===== src/rtl/fetch_arb_pkg.sv =====
// Shared types and default widths for the instruction-fetch bus arbiter.
package fetch_arb_pkg;

    localparam int unsigned ADDR_WIDTH_DEF = 32;
    localparam int unsigned DATA_WIDTH_DEF = 32;

    typedef enum logic [1:0] {
        IDLE = 2'd0,
        ADDR = 2'd1,
        DATA = 2'd2
    } state_e;

    typedef logic way_t;

    localparam way_t WAY0 = 1'b0;
    localparam way_t WAY1 = 1'b1;

endpackage


===== src/rtl/rr_arbiter2.sv =====
// Two-requester round-robin arbiter; the pointer records the way served last.
module rr_arbiter2
    import fetch_arb_pkg::*;
(
    input  logic       clk,
    input  logic       reset_n,
    input  logic [1:0] req_i,
    input  logic       advance_i,
    output logic [1:0] grant_c_o
);

    way_t last_q;
    way_t last_d;

    // Contention goes to the way that was not served last.
    always_comb begin
        grant_c_o    = 2'b00;
        grant_c_o[0] = req_i[0] & (~req_i[1] | (last_q == WAY1));
        grant_c_o[1] = req_i[1] & (~req_i[0] | (last_q == WAY0));
        last_d       = last_q;
        if (advance_i && (grant_c_o != 2'b00)) begin
            last_d = grant_c_o[1] ? WAY1 : WAY0;
        end
    end

    always_ff @(posedge clk or negedge reset_n) begin
        if (!reset_n) begin
            last_q <= WAY1;
        end else begin
            last_q <= last_d;
        end
    end

endmodule


===== src/rtl/fetch_bus_arbiter.sv =====
// Shares one fetch bus between two ways: round-robin grant, single outstanding
// transaction, flush-aware response routing. FETCH_ARB_TIMEOUT_EN adds a DATA watchdog.
module fetch_bus_arbiter
    import fetch_arb_pkg::*;
#(
    parameter int unsigned AddrWidth     = ADDR_WIDTH_DEF,
    parameter int unsigned DataWidth     = DATA_WIDTH_DEF,
    parameter int unsigned TimeoutCycles = 64
) (
    input  logic                 clk,
    input  logic                 reset_n,
    input  logic                 req_w0_i,
    input  logic                 req_w1_i,
    input  logic [AddrWidth-1:0] addr_w0_i,
    input  logic [AddrWidth-1:0] addr_w1_i,
    input  logic                 flush_w0_i,
    input  logic                 flush_w1_i,
    output logic                 grant_w0_o,
    output logic                 grant_w1_o,
    output logic                 rvalid_w0_o,
    output logic                 rvalid_w1_o,
    output logic [DataWidth-1:0] rdata_o,
    output logic                 bus_req_o,
    output logic [AddrWidth-1:0] bus_addr_o,
    input  logic                 bus_ready_i,
    input  logic                 bus_rvalid_i,
    input  logic [DataWidth-1:0] bus_rdata_i,
    output logic                 err_o
);

    state_e               state_q,   state_d;
    way_t                 owner_q,   owner_d;
    logic                 drop_q,    drop_d;
    logic                 bus_req_q, bus_req_d;
    logic [AddrWidth-1:0] bus_addr_q, bus_addr_d;
    logic [1:0]           grant_q,   grant_d;
    logic [1:0]           rvalid_q,  rvalid_d;
    logic [DataWidth-1:0] rdata_q,   rdata_d;
    logic                 err_q,     err_d;
    logic [1:0]           arb_req_c;
    logic [1:0]           arb_grant_c;
    logic                 flush_owner_c;

`ifdef FETCH_ARB_TIMEOUT_EN
    localparam int unsigned CntW = (TimeoutCycles > 1) ? $clog2(TimeoutCycles) : 1;
    logic [CntW-1:0] cnt_q, cnt_d;
`else
    logic timeout_unused;
    assign timeout_unused = (TimeoutCycles == 32'd0);
`endif

    // A way flushing in the same cycle as its request is not eligible.
    assign arb_req_c     = {req_w1_i & ~flush_w1_i, req_w0_i & ~flush_w0_i};
    assign flush_owner_c = (owner_q == WAY1) ? flush_w1_i : flush_w0_i;

    rr_arbiter2 u_rr (
        .clk       (clk),
        .reset_n   (reset_n),
        .req_i     (arb_req_c),
        .advance_i (state_q == IDLE),
        .grant_c_o (arb_grant_c)
    );

    always_comb begin
        state_d    = state_q;
        owner_d    = owner_q;
        drop_d     = drop_q;
        bus_req_d  = bus_req_q;
        bus_addr_d = bus_addr_q;
        grant_d    = 2'b00;
        rvalid_d   = 2'b00;
        rdata_d    = rdata_q;
        err_d      = 1'b0;
`ifdef FETCH_ARB_TIMEOUT_EN
        cnt_d      = cnt_q;
`endif
        unique case (state_q)
            IDLE: begin
                if (arb_grant_c != 2'b00) begin
                    state_d    = ADDR;
                    owner_d    = arb_grant_c[1] ? WAY1 : WAY0;
                    drop_d     = 1'b0;
                    bus_req_d  = 1'b1;
                    bus_addr_d = arb_grant_c[1] ? addr_w1_i : addr_w0_i;
                    grant_d    = arb_grant_c;
                end
            end
            ADDR: begin
                if (flush_owner_c) begin
                    drop_d = 1'b1;
                end
                if (bus_ready_i) begin
                    state_d   = DATA;
                    bus_req_d = 1'b0;
`ifdef FETCH_ARB_TIMEOUT_EN
                    cnt_d     = '0;
`endif
                end
            end
            DATA: begin
                if (bus_rvalid_i) begin
                    state_d = IDLE;
                    drop_d  = 1'b0;
                    if (!(drop_q || flush_owner_c)) begin
                        rdata_d           = bus_rdata_i;
                        rvalid_d[owner_q] = 1'b1;
                    end
                end else begin
                    if (flush_owner_c) begin
                        drop_d = 1'b1;
                    end
`ifdef FETCH_ARB_TIMEOUT_EN
                    // Watchdog: abandon a response that never arrives.
                    if (cnt_q == CntW'(TimeoutCycles - 1)) begin
                        state_d = IDLE;
                        drop_d  = 1'b0;
                        err_d   = 1'b1;
                    end else begin
                        cnt_d = cnt_q + CntW'(1);
                    end
`endif
                end
            end
            default: begin
                state_d = IDLE;
            end
        endcase
    end

    always_ff @(posedge clk or negedge reset_n) begin
        if (!reset_n) begin
            state_q    <= IDLE;
            owner_q    <= WAY0;
            drop_q     <= 1'b0;
            bus_req_q  <= 1'b0;
            bus_addr_q <= '0;
            grant_q    <= 2'b00;
            rvalid_q   <= 2'b00;
            rdata_q    <= '0;
            err_q      <= 1'b0;
`ifdef FETCH_ARB_TIMEOUT_EN
            cnt_q      <= '0;
`endif
        end else begin
            state_q    <= state_d;
            owner_q    <= owner_d;
            drop_q     <= drop_d;
            bus_req_q  <= bus_req_d;
            bus_addr_q <= bus_addr_d;
            grant_q    <= grant_d;
            rvalid_q   <= rvalid_d;
            rdata_q    <= rdata_d;
            err_q      <= err_d;
`ifdef FETCH_ARB_TIMEOUT_EN
            cnt_q      <= cnt_d;
`endif
        end
    end

    assign grant_w0_o  = grant_q[0];
    assign grant_w1_o  = grant_q[1];
    assign rvalid_w0_o = rvalid_q[0];
    assign rvalid_w1_o = rvalid_q[1];
    assign rdata_o     = rdata_q;
    assign bus_req_o   = bus_req_q;
    assign bus_addr_o  = bus_addr_q;
    assign err_o       = err_q;

endmodule


===== config.mk =====
export PLATFORM = sky130hd
export DESIGN_NAME = fetch_bus_arbiter
export DESIGN_NICKNAME = d
export VERILOG_FILES = /design/src/rtl/fetch_arb_pkg.sv /design/src/rtl/rr_arbiter2.sv /design/src/rtl/fetch_bus_arbiter.sv
export SDC_FILE = /design/constraint.sdc
export NUM_CORES = 1
export LEC_CHECK = 0
export ABC_AREA = 1
export BUFFER_PORTS_ARGS = -buffer_cell sky130_fd_sc_hd__buf_2
export CAP_MARGIN = 40
export CORE_UTILIZATION = 40
export CTS_BUF_LIST = sky130_fd_sc_hd__clkbuf_16
export DETAILED_ROUTE_END_ITERATION = 10
export PLACE_DENSITY = 0.71
export SETUP_SLACK_MARGIN = 0.05
export SYNTH_ARGS = -nofsm -noshare
export SYNTH_HDL_FRONTEND = slang
export SYNTH_SLANG_ARGS = --single-unit

===== constraint.sdc =====
create_clock -name clk -period 1.7 [get_ports clk]
set_input_delay 0.17 -clock clk [delete_from_list [all_inputs] [get_ports clk]]
set_output_delay 0.17 -clock clk [all_outputs]
set_load 0.05 [all_outputs]

==> metrics.txt <==
final core utilization=a little under three fifths; Clock Pin Slew Worst Setup and Hold Paths=0.06 ns; Max-cap violations=0; Post-synth top cells=211 x nand2_1, 74 x inv_1, 73 x dfrtp_1, 69 x nand3_1, 18 x buf_2; Total Nets Final=754; CP required=1.96 ns; Mapped Area=about 3600 sq um; die width=96.3 um; TNS Setup=0 ns; Die Ht=approximately 96 um; DR iter-0 viols=117; Starting Density=between 40% and 50%; async set-reset flop share out of synthesis=100%; critical path launch point type=register; warning count from the yosys run=0; largest net degree at the start of global routing=35; status=finished, final reports clean; number of flops mapped to enable cells by yosys=0; I/O Buffers=approximately 170; Yosys reg bits=74; Final Hold Fails=0; worst skew pair latency=0.33 ns; Crit. End Element=register; worst-path fanout max=24; DRC Markers=0; worst clock skew=0.00671 ns; vias per inst=4.58; Mapped Cells=474; vias in the first global route=around 3200; H-tree Lvls=3; Max Freq=~0.66 GHz; syn_nets=roughly 580; CTS sink count=74; WS Path Type=register to register; All-Layer GR Usage=19.7%; RSZ-0062 raised after global routing=false; ant diodes=0; CP max stage cell=dfrtp_1; Power Density=2080 nW/um^2; # rows=34; fin crit share=~89%; CTS tree=yes; Die ar.=9270 sq um; Max VDD drop=0.00116 V; post-route ant nets=0; DR WL/cell=11.8 um; Top FF cell, synth=dfrtp_1; CTS Root Cell=clkbuf_16; Fill cells=862; DR pass1 iterations=5; crit-path cells=inv_1, ha_1, nand2_2, inv_2, buf_12, nand3_1, nand2_1; I/O Pins=about 170; Area contributors post-synth=dfrtp_1 51%, nand2_1 22%, nand3_1 9.7%, inv_1 7.8%, buf_2 2.5%; total wire length=8.94 mm; reg-to-reg slack, setup=around 0.18 ns; CTS buffer count=9; first-pass GRT wire length=13.9 mm; layout cells sized above 1=between 30% and 40%; Seq/Total Area, Yosys=52.1%; clk buf depth=2; via count=3475; Layout area overhead=35.9%; max-slew violations=0; Synth top area share=51.4%; Core Box Area=between 8000 and 9000 sq um; most numerous cell in the Yosys netlist=nand2_1; Final HPWL DP=6.62 mm; arrival time of the worst setup path=1.78 ns; fin crit period=1.52 ns; final setup fails=0; Synth area leader=dfrtp_1; grt ovf=0; Worst path max stage delay=0.41 ns; initial antenna violation count=0; GPL Wtd Cong=0.767; Synth cell types=19; Pleak=3.06 nW; syn_area_per_cell=7.50 sq um; Hold Path Class=input port to register
-- per-stage QoR --
stage	area, sq um	total power, mW	hold slack (ns)	setup slack [ns]	instances
after floorplan	3560	7.05	-0.126	0.378	474
after global placement	4550	8.35	0.115	0.240	741
after detailed placement	4550	8.45	0.117	0.170	741
after CTS	4830	10.2	0.0322	0.167	758
after global routing	4840	10.7	0.0384	0.0673	758
final	4840	10.1	0.0390	0.179	758
-- path summary, 6_finish.rpt --
path	to	depth (start not counted)	from
min in group asynchronous	bus_addr_o[27]$_DFFE_PN0P_	2	reset_n
setup reg to reg	bus_addr_o[22]$_DFFE_PN0P_	7	state_q[0]$_DFFE_PN0P_
hold reg to reg	rvalid_q[0]$_DFF_PN0_	1	owner_q$_DFFE_PN0P_
hold / removal	rdata_o[13]$_DFFE_PN0P_	3	bus_rdata_i[13]
max in group asynchronous	bus_addr_o[6]$_DFFE_PN0P_	3	reset_n
setup / recovery	bus_addr_o[22]$_DFFE_PN0P_	7	state_q[0]$_DFFE_PN0P_
-- worst max-delay path: cells and delay by family (launching register included) --
family / cells / cell delay (ns)
adders and majority gates: 1 / 0.25
and+or+nand+nor: 3 / 0.26
DFF: 1 / 0.41
buffers and inverters: 3 / 0.53
-- layer usage --
metal  GRT usage [%]  routed length (um)
met1            22.4                3860
met2            35.9                4470
met3            4.58                 455
met4            7.23                 156
met5               0                   0
-- registers in the layout, indices dropped and copies added (netlist names) --
signal / flops
bus_addr_o: 32
owner_q: 1
rdata_o: 32
state_q: 2
bus_req_o: 1
drop_q: 1
u_rr.last_q: 1
rvalid_q: 2
grant_q: 2
-- report_power, final --
group          internal, mW  switching [mW]
Sequential             2.60           0.427
Combinational          1.20            4.16
Clock                 0.983           0.709
Total                  4.79            5.29
-- cells by family (layout without fill, tap and decap cells) --
kind of cell	after synthesis	in the layout	synth area share, %
DFF	74	74	52.1
AOI/OAI and AO/OA	3	3	0.493
other	1	1	0.105
adders and majority gates	5	5	1.76
buffers and inverters	100	276	11.3
and+or+nand+nor	291	291	34.3
-- layout make-up --
cell class | instances | area, sq um | area share (%)
Inverter | 78 | 295 | 6.11
Clock buffer | 9 | 225 | 4.66
Tap cell | 108 | 135 | 2.79
Multi-Input combinational cell | 300 | 1300 | 26.9
Clock inverter | 7 | 46.3 | 0.957
Timing Repair Buffer | 182 | 978 | 20.2
Sequential cell | 74 | 1850 | 38.3
-- layout by cell type (no fill, tap or decap) --
cell type | synthesis | final
buf_4 | 1 | 7
nand2_1 | 211 | 211
inv_2 | 4 | 3
dfstp_2 | 1 | 1
clkinv_2 | 0 | 4
nand4_1 | 3 | 3
dlygate4sd3_1 | 0 | 1
o21ai_0 | 2 | 2
nor2_4 | 2 | 2
buf_12 | 0 | 3
or2_2 | 1 | 1
inv_1 | 74 | 74
nor2_1 | 2 | 2
conb_1 | 1 | 1
a211oi_1 | 1 | 1
nand2_2 | 1 | 1
buf_2 | 18 | 171
ha_1 | 5 | 5
dfrtp_1 | 73 | 73
nand3_1 | 69 | 69
clkbuf_16 | 0 | 9
inv_4 | 0 | 1
clkinv_4 | 0 | 3
nand3_2 | 2 | 2
-- timing repair --
action / in CTS / in global routing
hold buffers: 1 / 0
setup endpoints to repair: 0 / 5
resized for setup: 0 / 2
buffers inserted: 0 / 0
hold endpoints to repair: 26 / 0
(Power assumes the default switching activity.)
